==> config.mk <==
export PLATFORM = sky130hd
export DESIGN_NAME = nn_layer_sequencer
export DESIGN_NICKNAME = d
export VERILOG_FILES = /design/src/rtl/nn_layer_sequencer.sv
export SDC_FILE = /design/constraint.sdc
export NUM_CORES = 1
export LEC_CHECK = 0
export BUFFER_PORTS_ARGS = -buffer_cell sky130_fd_sc_hd__buf_4
export CAP_MARGIN = 25
export CORE_MARGIN = 1
export CORE_UTILIZATION = 45
export CTS_CLUSTER_DIAMETER = 100
export DETAILED_ROUTE_END_ITERATION = 6
export PLACE_DENSITY = 0.66
export RECOVER_POWER = 25
export SETUP_SLACK_MARGIN = 0.15
export SYNTH_ARGS = -nofsm -noshare
export SYNTH_HDL_FRONTEND = slang
export SYNTH_SLANG_ARGS = --single-unit
export TNS_END_PERCENT = 5
==> constraint.sdc <==
create_clock -name Clk -period 5.1 [get_ports Clk]
set_input_delay 0.255 -clock Clk [delete_from_list [all_inputs] [get_ports Clk]]
set_output_delay 0.255 -clock Clk [all_outputs]
set_load 0.02 [all_outputs]
==> src/rtl/nn_layer_sequencer.sv <==
// Forward-propagation sequencer for the layered neuron datapath.
// Walks 1..NUM_LAYERS layers through a LOAD phase (MAC accumulation over the
// layer inputs) and an ACT phase (sigmoid over the layer outputs), publishing
// the shared Tick index used to address the weight and input memories.
// Per-layer counts are latched when a pass starts; a pass can be aborted.
module nn_layer_sequencer #(
    parameter int NUM_LAYERS = 3,
    parameter int TICK_W     = 10,
    parameter int LEAD       = 2,
    parameter int PIPE_LAT   = 4
) (
    input  logic                           Clk,
    input  logic                           Reset_n,
    input  logic                           Compute,
    input  logic                           Abort,
    input  logic [NUM_LAYERS*TICK_W-1:0]   CfgIn,
    input  logic [NUM_LAYERS*TICK_W-1:0]   CfgOut,
    output logic [NUM_LAYERS-1:0]          Layer,
    output logic [2:0]                     LayerIdx,
    output logic [NUM_LAYERS-1:0]          Active,
    output logic [TICK_W-1:0]              Tick,
    output logic                           ActFuncActive,
    output logic                           Busy,
    output logic                           R,
    output logic                           DonePulse,
    output logic                           Err
);

    typedef enum logic [2:0] {
        S_IDLE,
        S_START,
        S_LOAD,
        S_ACT,
        S_DONE
    } state_e;

    localparam logic [TICK_W-1:0] LEAD_T  = TICK_W'(LEAD);
    localparam logic [TICK_W-1:0] PIPE_T  = TICK_W'(PIPE_LAT);
    localparam logic [TICK_W-1:0] ONE_T   = TICK_W'(1);
    localparam logic [2:0]        LAST_IX = 3'(NUM_LAYERS - 1);
    localparam int unsigned       MAX_LEN = (32'd1 << TICK_W) - 32'd1;

    state_e                         state_q;
    logic [TICK_W-1:0]              tick_q;
    logic [2:0]                     idx_q;
    logic                           compute_q;
    logic                           armed_q;
    logic                           r_q;
    logic                           err_q;
    logic                           done_pulse_q;
    logic [NUM_LAYERS*TICK_W-1:0]   cfg_in_q;
    logic [NUM_LAYERS*TICK_W-1:0]   cfg_out_q;

    logic [TICK_W-1:0]              cur_in;
    logic [TICK_W-1:0]              cur_out;
    logic [TICK_W-1:0]              len_in;
    logic [TICK_W-1:0]              len_act;
    logic [NUM_LAYERS-1:0]          onehot;
    logic                           load_last;
    logic                           act_last;
    logic                           cfg_err;
    logic                           start;

    // Select the latched counts of the current layer and derive phase lengths.
    always_comb begin
        cur_in  = '0;
        cur_out = '0;
        onehot  = '0;
        for (int l = 0; l < NUM_LAYERS; l++) begin
            if (idx_q == 3'(l)) begin
                cur_in    = cfg_in_q[l*TICK_W +: TICK_W];
                cur_out   = cfg_out_q[l*TICK_W +: TICK_W];
                onehot[l] = 1'b1;
            end
        end
        // Lengths were range-checked at start, so they fit in TICK_W bits.
        len_in    = LEAD_T + cur_in + PIPE_T;
        len_act   = LEAD_T + cur_out;
        load_last = (tick_q == len_in - ONE_T);
        act_last  = (tick_q == len_act - ONE_T);
    end

    // Any layer whose LOAD or ACT length cannot be counted by Tick is an error.
    always_comb begin
        cfg_err = 1'b0;
        for (int l = 0; l < NUM_LAYERS; l++) begin
            if ((32'(LEAD) + 32'(CfgIn[l*TICK_W +: TICK_W]) + 32'(PIPE_LAT) > MAX_LEN) ||
                (32'(LEAD) + 32'(CfgOut[l*TICK_W +: TICK_W]) > MAX_LEN)) begin
                cfg_err = 1'b1;
            end
        end
    end

    // A start needs a fresh rising edge; armed_q blocks a level held through reset.
    assign start = Compute && !compute_q && armed_q;

    // Sequencer state, counters, completion flags and configuration latches.
    // NOTE: every register here, the configuration latches included, is a
    // control flop with a defined reset value, so all updates use <= to keep
    // each cycle's decisions based on the values from the previous edge.
    always_ff @(posedge Clk or negedge Reset_n) begin
        if (!Reset_n) begin
            state_q      <= S_IDLE;
            tick_q       <= '0;
            idx_q        <= '0;
            compute_q    <= 1'b0;
            armed_q      <= 1'b0;
            r_q          <= 1'b0;
            err_q        <= 1'b0;
            done_pulse_q <= 1'b0;
            cfg_in_q     <= '0;
            cfg_out_q    <= '0;
        end else begin
            compute_q    <= Compute;
            done_pulse_q <= 1'b0;
            if (!Compute) begin
                armed_q <= 1'b1;
            end
            if (Abort && (state_q == S_START || state_q == S_LOAD || state_q == S_ACT)) begin
                state_q <= S_IDLE;
                tick_q  <= '0;
                idx_q   <= '0;
                r_q     <= 1'b0;
                err_q   <= 1'b0;
            end else begin
                unique case (state_q)
                    S_IDLE: begin
                        if (start) begin
                            state_q <= S_START;
                        end
                    end
                    S_START: begin
                        cfg_in_q  <= CfgIn;
                        cfg_out_q <= CfgOut;
                        tick_q    <= '0;
                        idx_q     <= '0;
                        if (cfg_err) begin
                            state_q      <= S_DONE;
                            r_q          <= 1'b1;
                            err_q        <= 1'b1;
                            done_pulse_q <= 1'b1;
                        end else begin
                            state_q <= S_LOAD;
                            r_q     <= 1'b0;
                            err_q   <= 1'b0;
                        end
                    end
                    S_LOAD: begin
                        if (load_last) begin
                            state_q <= S_ACT;
                            tick_q  <= '0;
                        end else begin
                            tick_q <= tick_q + ONE_T;
                        end
                    end
                    S_ACT: begin
                        if (!act_last) begin
                            tick_q <= tick_q + ONE_T;
                        end else if (idx_q == LAST_IX) begin
                            state_q      <= S_DONE;
                            tick_q       <= '0;
                            idx_q        <= '0;
                            r_q          <= 1'b1;
                            done_pulse_q <= 1'b1;
                        end else begin
                            state_q <= S_LOAD;
                            tick_q  <= '0;
                            idx_q   <= idx_q + 3'd1;
                        end
                    end
                    S_DONE: begin
                        tick_q <= '0;
                        idx_q  <= '0;
                        if (!Compute) begin
                            state_q <= S_IDLE;
                            r_q     <= 1'b0;
                            err_q   <= 1'b0;
                        end
                    end
                    default: begin
                        state_q <= S_IDLE;
                    end
                endcase
            end
        end
    end

    // Enables decode purely from registered state, Tick and LayerIdx.
    always_comb begin
        Layer         = '0;
        Active        = '0;
        ActFuncActive = 1'b0;
        if (state_q == S_LOAD && !load_last) begin
            Layer = onehot;
            if (tick_q >= LEAD_T && tick_q < LEAD_T + cur_in) begin
                Active = onehot;
            end
        end
        if (state_q == S_ACT) begin
            Layer         = onehot;
            ActFuncActive = (tick_q >= LEAD_T);
        end
    end

    assign Busy      = (state_q == S_START) || (state_q == S_LOAD) || (state_q == S_ACT);
    assign Tick      = tick_q;
    assign LayerIdx  = idx_q;
    assign R         = r_q;
    assign Err       = err_q;
    assign DonePulse = done_pulse_q;

endmodule

==> metrics <==
most frequent cells after synthesis dfrtp_1 (81), mux2_2 (63), nor2_1 (35), nand2_1 (24), o21ai_0 (24); RSZ-0062 raised after global routing false; R2R depth 15; Worst Max-Slew Pin Slew 2.76 ns; worst r2r src LayerIdx[1]$_DFFE_PN0P_; cell accounting for the most synthesized area dfrtp_1; Starting Density 47.0%; sequential area share after synthesis 35.3%; P_sw 1.74 mW; Post-Synth XOR/XNOR Area 5.41%; Worst R2R End Tick[0]$_DFFE_PN0P_; post-synth top area share 35.3%; endpoints failing hold 0; CP Class reg -> out; Seq pwr share 27.6%; VDD IR max 241 uV; top post-synthesis cells by area dfrtp_1 (35%), mux2_2 (12%), ha_1 (5.0%); Min-Delay Endpoint compute_q$_DFF_PN0_; die height 115 um; Max Cap Viol 1; CTS H-tree depth 3; Routed Antenna Nets 0; initial antenna violation count 0; Critical Path AT 4.40 ns; r2r setup slk 0.69 ns; Worst Hold Depth 1; endpoints failing setup 0; Detail Placement HPWL 11,000 um; headroom to the max-slew limit -83.8%; final wirelength 14,700 um; drt pass-1 iters 5; Post-CTS Resized 0; Hold WC Path Type in -> reg; Mapped Area 0.00573 mm2; Fillers 1,129; Crit Path Max Fanout 13; TNS Setup 0 ns; Die Width 115 um; Synth Area in Simple Gates 20.2%; CTS Root Buffer Type clkbuf_16; Pint 2.33 mW; I/O Pins 88; clock slew at the register clock pins of the worst setup and hold paths 0.06 ns; area grow syn2layout 18.8%; GPL Wtd Cong 0.842; Worst-Skew Late Latency 0.34 ns; vias in the first global route 4,766; Vias/cell 5.88; Final period util 91.3%; most frequent cell after synthesis dfrtp_1; post-synthesis compound-gate area fraction 14.6%; ys async rst share 100%; Synth Warn # 0; ant diodes 0; Hold WS 0.0929 ns; CP Capture Type output pin; Comb pwr share 56.8%; Mapped Cells 585; CORE AREA 0.0122 mm2; number of remaining DRC errors 0; Overflow after GRT 0; row cnt 40; violated checks max-capacitance violations, max-slew violations; WL/cell 17.7 um; EDFF count, synth 0; Pins Over Slew Limit 61; layout cells sized above 1 28.3%; Clock Path Buffers 2; main flop type after synthesis dfrtp_1; Clk pwr share 15.7%; Synth Area in Adders 5.02%; Synth Register Bits 81; Layout Nets 747; vias 4,896; Max Clk Rate 0.215 GHz; syn nets 672; status finished with violations; CTS sink cnt 81; hold path start Compute; largest net degree at the start of global routing 82; Mean Syn Cell Area 9.80 um2; switching part of the total 42.7%; TritonCTS clock tree built; total power density per cell area 598 mW/mm2; Initial DRC Count 233; Cell variety after synth 68; fin crit period 4.66 ns; I/O Buffers 87; Critical Path RT 4.85 ns; LEAKAGE 2.91 nW; Inserted Clock Buffers 9; Die Area 0.0132 mm2; CP Launch Type flip-flop; total track usage 23.4%; first-pass GRT wire length 24,000 um; Worst Skew 0.00731 ns; mux share of post-synthesis cell area 15.7%; main combinational cell family by area after synthesis simple AND/OR/NAND/NOR gates
-- state kept, by name, summed over array words and instances, names as in the netlist --
name       flops
cfg_in_q      30
Err            1
armed_q        1
cfg_out_q     30
LayerIdx       3
Tick          10
DonePulse      1
state_q        3
compute_q      1
R              1
-- critical path, cell delays in order (launching register included) --
cell and delay [ns]:
dfrtp_1 0.56, mux2i_1 0.15, o21a_1 0.21, or2_2 0.29, inv_1 0.13, ha_1 0.25, inv_1 0.11, nor4_2 0.52
a31oi_1 0.18, or2_2 0.38, nor4_1 0.36, nor4_2 0.11, nand3_1 0.16, nor3b_1 0.38, nor3_1 0.10, buf_4 0.18
-- timing repair --
action                                 4_1_cts  5_1_grt
endpoints found under the hold margin        0       21
setup buffers                                0        0
hold buffers                                 0        1
-- kinds of logic (layout without fill, tap and decap cells) --
logic type	count (synthesis)	count (layout)
AO/OA/AOI/OAI	117	117
adder cells (fa/ha/maj)	23	23
XOR/XNOR	29	29
multiplexers	82	82
buffers and inverters	49	128
AND/OR/NAND/NOR	204	204
flip-flops	81	81
-- final cells by class --
class / count / area [um2] / share of cell area (%)
clock inverter: 5 / 57.6 / 0.845
inverter: 15 / 56.3 / 0.827
clock buffer: 10 / 229 / 3.36
sequential: 81 / 2030 / 29.8
tap: 168 / 210 / 3.09
multi-input combinational: 455 / 3500 / 51.4
timing repair buffer: 98 / 731 / 10.7
-- stage by stage --
| step | cell area, um2 | util (%) | power [mW] | setup slack, ns | std cells |
|---|---|---|---|---|---|
| floorplan | 5730 | - | 2.87 | 0.697 | 585 |
| global placement | 6510 | 53.3 | 3.35 | 0.862 | 814 |
| detailed placement | 6510 | 53.3 | 3.42 | 0.703 | 814 |
| CTS | 6790 | 55.6 | 4.08 | 0.289 | 829 |
| global route | 6810 | 55.8 | 4.39 | 0.187 | 832 |
| finish | 6810 | 55.8 | 4.08 | 0.442 | 832 |
-- layer usage --
layer	wire length [um]	global-route usage, %	share of wire (%)
met3	604	3.16	4.1
met1	6920	32.3	47
met4	303	8.92	2.1
met2	6860	37.5	47
met5	0	0	0
-- how the worst max path moves through the flow --
stage	from	end	slack (ns)	cells after the start
floorplan	LayerIdx[2]$_DFFE_PN0P_	Layer[2]	0.70	16
global placement	LayerIdx[1]$_DFFE_PN0P_	Active[0]	0.86	11
CTS	LayerIdx[1]$_DFFE_PN0P_	Active[0]	0.29	12
global route	Reset_n	cfg_in_q[2]$_DFFE_PN0P_	0.19	3
finish	LayerIdx[1]$_DFFE_PN0P_	Active[1]	0.44	15
detailed placement	LayerIdx[1]$_DFFE_PN0P_	Active[0]	0.70	12
-- power by group through the flow --
| stage | clock network (mW) | registers (mW) | logic (mW) |
|---|---|---|---|
| after global routing | 0.673 | 1.16 | 2.55 |
| after CTS | 0.650 | 1.12 | 2.30 |
| after floorplan | 0 | 1.05 | 1.82 |
| after detailed placement | 0 | 1.14 | 2.28 |
| final | 0.640 | 1.12 | 2.31 |
| after global placement | 0 | 1.12 | 2.23 |
-- placed cells by master, fill, tap and decap left out, drive strengths merged, types with 19 or more instances in the layout --
cell | synthesis | final
mux2i | 19 | 19
nand2 | 24 | 24
mux2 | 63 | 63
nand3 | 20 | 20
dfrtp | 81 | 81
buf | 15 | 94
nor2 | 35 | 35
o21ai | 26 | 26
nor3 | 22 | 22
ha | 23 | 23
(Power assumes the default switching activity.)
